$ cat src/rtl/run_ctrl_pkg.sv
// run_ctrl_pkg: shared state type, defaults and clear data for run_ctrl (S_FAULT only with RUN_CTRL_TIMEOUT_EN)
package run_ctrl_pkg;
    localparam int CNT_W_DEF = 16;
    localparam int TIMEOUT_DEF = 4095;
    localparam logic [7:0] CLR_DAT = 8'h00;
    typedef enum logic [2:0] {
        S_IDLE,
        S_CLEAR,
        S_BOOT,
        S_RUN,
        S_DONE
`ifdef RUN_CTRL_TIMEOUT_EN
        , S_FAULT
`endif
    } state_t;
endpackage

$ cat src/rtl/run_ctrl.sv
// run_ctrl: clears data memory, boots the core and times its run; RUN_CTRL_TIMEOUT_EN adds a cycle-limit FAULT state
module run_ctrl
    import run_ctrl_pkg::*;
#(
    parameter logic [7:0] CLR_LO = 8'd0,
    parameter logic [7:0] CLR_HI = 8'd255,
    parameter int CNT_W = CNT_W_DEF
`ifdef RUN_CTRL_TIMEOUT_EN
    , parameter int TIMEOUT = TIMEOUT_DEF
`endif
) (
    input  logic             clk,
    input  logic             reset,
    input  logic             req,
    output logic             ack,
    output logic             busy,
    output logic             core_reset,
    input  logic             core_done,
    output logic             clr_wr_en,
    output logic [7:0]       clr_addr,
    output logic [7:0]       clr_dat,
    output logic [CNT_W-1:0] cycle_cnt,
    output logic             timeout
);
    state_t state_q, state_d;
    logic [7:0] addr_q, addr_d;
    logic [CNT_W-1:0] cnt_q, cnt_d, cnt_inc;
    logic ack_q, busy_q, core_reset_q, wr_en_q;

    // next state, clear address and cycle counter; a dropped req always wins
    always_comb begin
        state_d = state_q;
        addr_d = addr_q;
        cnt_d = cnt_q;
        cnt_inc = (cnt_q == '1) ? cnt_q : cnt_q + CNT_W'(1);
        case (state_q)
            S_IDLE: if (req) begin
                state_d = S_CLEAR;
                addr_d = CLR_LO;
                cnt_d = '0;
            end
            S_CLEAR: begin
                if (!req) state_d = S_IDLE;
                else if (addr_q == CLR_HI) state_d = S_BOOT;
                else addr_d = addr_q + 8'd1;
            end
            S_BOOT: state_d = req ? S_RUN : S_IDLE;
            S_RUN: begin
                cnt_d = cnt_inc;
                if (!req) state_d = S_IDLE;
                else if (core_done) state_d = S_DONE;
`ifdef RUN_CTRL_TIMEOUT_EN
                else if (cnt_inc == CNT_W'(TIMEOUT)) state_d = S_FAULT;
`endif
            end
            S_DONE: if (!req) state_d = S_IDLE;
`ifdef RUN_CTRL_TIMEOUT_EN
            S_FAULT: if (!req) state_d = S_IDLE;
`endif
            default: state_d = S_IDLE;
        endcase
    end

    // state, counters and outputs registered from the next state
    always_ff @(posedge clk) begin
        if (reset) begin
            state_q <= S_IDLE;
            addr_q <= CLR_LO;
            cnt_q <= '0;
            ack_q <= 1'b0;
            busy_q <= 1'b0;
            core_reset_q <= 1'b1;
            wr_en_q <= 1'b0;
        end else begin
            state_q <= state_d;
            addr_q <= addr_d;
            cnt_q <= cnt_d;
`ifdef RUN_CTRL_TIMEOUT_EN
            ack_q <= (state_d == S_DONE) || (state_d == S_FAULT);
`else
            ack_q <= state_d == S_DONE;
`endif
            busy_q <= (state_d == S_CLEAR) || (state_d == S_BOOT) || (state_d == S_RUN);
            core_reset_q <= state_d != S_RUN;
            wr_en_q <= state_d == S_CLEAR;
        end
    end

`ifdef RUN_CTRL_TIMEOUT_EN
    logic timeout_q;

    // timeout flag mirrors residence in FAULT
    always_ff @(posedge clk) begin
        if (reset) timeout_q <= 1'b0;
        else timeout_q <= state_d == S_FAULT;
    end

    assign timeout = timeout_q;
`else
    assign timeout = 1'b0;
`endif

    assign ack = ack_q;
    assign busy = busy_q;
    assign core_reset = core_reset_q;
    assign clr_wr_en = wr_en_q;
    assign clr_addr = addr_q;
    assign clr_dat = CLR_DAT;
    assign cycle_cnt = cnt_q;
endmodule

$ cat config.mk
export PLATFORM = sky130hd
export DESIGN_NAME = run_ctrl
export DESIGN_NICKNAME = d
export VERILOG_FILES = /design/src/rtl/run_ctrl_pkg.sv /design/src/rtl/run_ctrl.sv
export SDC_FILE = /design/constraint.sdc
export NUM_CORES = 1
export LEC_CHECK = 0
export ABC_AREA = 1
export CAP_MARGIN = 0
export CORE_UTILIZATION = 45
export CTS_CLUSTER_SIZE = 10
export DETAILED_ROUTE_END_ITERATION = 12
export PLACE_DENSITY = 0.76
export SYNTH_ARGS = -nofsm -noshare
export SYNTH_HDL_FRONTEND = slang
export SYNTH_SLANG_ARGS = --single-unit
$ cat constraint.sdc
create_clock -name clk -period 1.4 [get_ports clk]
set_input_delay 0.14 -clock clk [delete_from_list [all_inputs] [get_ports clk]]
set_output_delay 0.14 -clock clk [all_outputs]
set_load 0.05 [all_outputs]
# After elaboration in Yosys (flattened, before gate mapping)
# Cells that the tools add are included.
[word_totals] register_bits=31 latchBits=0 ramBits=0 rom_bits=0 out_inout_bits=37 mem_count=0
[classes] add_sub_neg=2 mul=0 div=0 order_cmp=0 n_eq_ne=15 shifts=0 n_mux=15 bitwise=0 reduce_logical=7
[op_table] operator="$mux 16" count=2
[op_table] operator="$pmux 16 s2" count=1
[op_table] operator="$mux 8" count=3
[op_table] operator="$mux 3" count=6
[op_table] operator="$add 16x1->16 const B" count=1
[op_table] operator="$eq 16x16->1 const B" count=1
[op_table] operator="$pmux 8 s2" count=1
[op_table] operator="$pmux 3 s5" count=1
[op_table] operator="$eq 3x2->1 const B" count=4
[op_table] operator="$add 8x1->8 const B" count=1
[op_table] operator="$eq 8x8->1 const B" count=1
[op_table] operator="$ne 2x2->1 const B" count=4
[op_table] operator="$eq 3x1->1 const B" count=2
[op_table] operator="$eq 3x3->1 const B" count=2
[op_table] operator="$reduce_and 4->1" count=1
[op_table] operator="$reduce_bool 2->1" count=2
[op_table] operator="$logic_not 3->1" count=1
[op_table] operator="$ne 3x2->1 const B" count=1
[op_table] operator="$reduce_and 3->1" count=1
[op_table] operator="$logic_or 1x1->1" count=2
[op_table] operator="$mux 2" count=1

# Logic depth before layout (Yosys ltp)
[logic_depth] word_depth=7 depth_mapped=10 depth_no_buf=10

# Worst setup path before layout
# No wires, ideal clock.
[synth_path] path_kind="register to register" from="reg cnt_q[0] (netlist: cycle_cnt[0])" to="reg cnt_q[0] (netlist: cycle_cnt[0])" arrival_ns=1.869 t_required_ns=1.283 setup_slack_ns=-0.586 stages_incl_launch_ff=10 n_path_buf=1 path_cell_list="dfxtp_1 > ha_1 > nand2_2 > nor2_4 > nand2_2 > o21ai_2 > nand2_2 > buf_6 > o21ai_0 > nor2_1"
[synth_via] elab_chain_cells=3 elab_cells_between_ends=6
[synth_lines] element="start: declaration" line="run_ctrl.sv:27" source="logic [CNT_W-1:0] cnt_q, cnt_d, cnt_inc;"
[synth_lines] element="start signal: assignment" line="run_ctrl.sv:77" source="cnt_q <= cnt_d;"
[synth_lines] element="$add 16x1->16 or $eq 16x16->1 (tied branches)" line="run_ctrl.sv:35" source="cnt_inc = (cnt_q == '1) ? cnt_q : cnt_q + CNT_W'(1);"
[synth_lines] element="$mux 16 or $ne 2x2->1 (tied branches)"
[synth_lines] element="$pmux 16 s2 or $reduce_and 3->1 (tied branches)"
# Parallel ways exist; a longest one is shown, timed or not. The select of a mux whose other input is x is not followed.
# A chain may end at the register's enable or synchronous reset.

# Final worst setup path
[layout_path] from="reg cnt_q[1] (netlist: cycle_cnt[1])" to="reg cnt_q[15] (netlist: cycle_cnt[15])"
# The elaborated chain is that of the path after synthesis.

==> reports/results.ini <==
[outcome]
outcome = finished with violations
violations = setup timing

[routing]
post-route-drc-count = 0
ant_nets = 0
firstDrtPassIters = 4
via_per_inst = 5.11
wirelength_mm = 4.89
wl_per_cell_um = 12.4
vias = 2017
drt-initial-drc-count = 168

[layout]
drive_gt1_frac = 0.412
syn2layout_area_growth_pct = 62.0
finalNonFillerCells = 395
nNetsFinal = 352
fin_util = 0.774
diodes = 0
fin_area_sq_mm = 0.00290

[global_route]
antenna_found_initial = 0
globalRoute.totalOverflow = 0
grt_pass1_wl_mm = 7.82
grt_pass1_vias = 1767
grt_usage = 0.243
grt_max_degree = 21

[power]
power_density_mw_per_mm2 = 703
power_mw = 2.04
p_leak_nw = 1.18
peakVddDrop_mv = 0.836

[place]
gp_congestion = 0.913
port-buffer-count = 31
dp.cells = 387
dpl.hpwl_mm = 3.66
postPlaceCellArea_sq_mm = 0.00272
place_ws_ns = -0.119

[timing]
hold_ws_ns = 0.532
timing.fmax_mhz = 664
setup_viol = 14
report.final.slew_viol_count = 0
hold_viol = 0
rsz0062_at_grt = yes
finalCriticalPeriod_ns = 1.51
timing.final.crit_share = 1.08
setup_ws_ns = -0.106
fin_setup_tns_ns = -0.634
skew_ns = 0.00713

[logic_synthesis]
yosys_warnings = 0
async_reset_ff_frac = 0
ys_seq_area_frac = 0.347
yosysTopAreaCell = dfxtp_1
synth_edf_count = 0
synthTopCellsByCount = nand2_1 (67), nor2_1 (45), dfxtp_1 (31)
synth_top_cells_by_area = dfxtp_1 (35%), nand2_1 (14%), nor2_1 (9.4%)
yosysUniqueCellTypes = 29
synth_flop_cell = dfxtp_1
synth_most_common_cell = nand2_1
synth_area_sq_mm = 0.00179
synth.avg_cell_area_sq_um = 6.67
ys_seq_elements = 31
netlist_instances = 268
synthDominantCellAreaShare = 0.347

[die]
std_cell_rows = 22
ios = 41
die_w_um = 65.0
design.core.area_sq_mm = 0.00374
fp.dieH_um = 65.0
dieArea_sq_mm = 0.00423
initial_core_util = 0.478

[worst_hold_path]
hold_class = flip-flop to flip-flop
holdCritStartpoint = clr_addr[7]
min_path_cells = 2
hold_path_end = clr_addr[7]

[setup_path]
path_max_fanout = 8
r2r_cells = 11
cp-start-kind = flip-flop
rrSetupSlack_ns = -0.11
r2r-end = cycle_cnt[15]
r2r_start = cycle_cnt[1]
crit_path_start = cycle_cnt[1]
worstSetupPathType = flip-flop to flip-flop
cp_data_required_time_ns = 1.58
arrival_ns = 1.68
endpoint_kind = flip-flop

[clock_network]
clk_pin_slew_ns = 0.07
clock-sinks = 31
cts_tree = yes
ctsHoldBuffers = 0
cts_root_buffer = clkbuf_8
clock_latency_ns = 0.29
post-cts-setup-buffer-count = 0
cts_buffer_depth = 2
numCtsBuffers = 5
htree_levels = 2

[job]
drv_cap = 0

[cells by family after synthesis]
kind of cell | after synthesis | synth area share
other cells | 1 | 0.00210
flops | 31 | 0.347
xor+xnor | 6 | 0.0294
simple gates | 155 | 0.383
compound gates | 37 | 0.121
fa+ha+maj | 2 | 0.0140
buf+inv | 36 | 0.104
[flip-flops by register name (all words and copies together), names as in the netlist]
register    count
cycle_cnt      16
state_q         3
ack             1
busy            1
clr_wr_en       1
core_reset      1
clr_addr        8
[power by group]
group | internal (mW) | total (mW) | leakage [nW] | switching (mW)
Combinational | 0.0949 | 0.282 | 0.859 | 0.187
Sequential | 0.891 | 0.902 | 0.264 | 0.0110
Clock | 0.503 | 0.853 | 0.0594 | 0.350
Total | 1.49 | 2.04 | 1.18 | 0.548
[cell usage in the layout (no fill, tap or decap), drive strengths merged]
| master | n |
|---|---|
| or2 | 1 |
| xor2 | 6 |
| nor3 | 4 |
| a31o | 1 |
| clkbuf | 7 |
| nand2 | 73 |
| nor2 | 48 |
| clkdlybuf4s50 | 3 |
| inv | 22 |
| o21bai | 1 |
| o2111ai | 1 |
| conb | 9 |
| dfxtp | 31 |
| nand4 | 5 |
| o21ai | 9 |
| buf | 74 |
| ha | 2 |
| a211oi | 1 |
| a21oi | 24 |
| nand3 | 22 |
| nor3b | 2 |
| clkinv | 1 |
[cell type report]
class                      instances  area, sq um
multi-input combinational        209         1100
timing repair buffer              77          877
fill                             262          847
sequential                        31          662
clock buffer                       7          108
inverter                          22         82.6
tap                               48         60.1
clock inverter                     1         5.00
[metal layers]
metal	track usage	up-vias	part of all wire
met3	0.0528	6	0.067
li1	-	1006	-
met1	0.313	928	0.45
met4	0.0870	0	0.013
met2	0.396	77	0.47
met5	0	-	0
[how the worst max path moves through the flow]
| stage | end | slack (ns) |
|---|---|---|
| after floorplan | cycle_cnt[10] | -0.17 |
| after global placement | cycle_cnt[10] | -0.06 |
| after detailed placement | cycle_cnt[15] | -0.12 |
| after CTS | cycle_cnt[15] | -0.09 |
| after global routing | cycle_cnt[15] | -0.17 |
| final | cycle_cnt[15] | -0.11 |
[critical path: stages (launching register included)]
cell and delay [ns]:
dfxtp_4 0.36, ha_4 0.15, nand2_4 0.06, nor2_4 0.10, nand2_2 0.08, nor2_1 0.10
nor2_1 0.06, nor2_2 0.16, buf_12 0.15, nor2_2 0.04, nor2_1 0.08, nor2_1 0.04
[repair_timing]
| item | in CTS | in global routing |
|---|---|---|
| gates resized for setup | 8 | 12 |
| setup endpoints to repair | 19 | 24 |
| pin swaps | 3 | 3 |
Note: power is estimated with default switching activity, not from simulation.
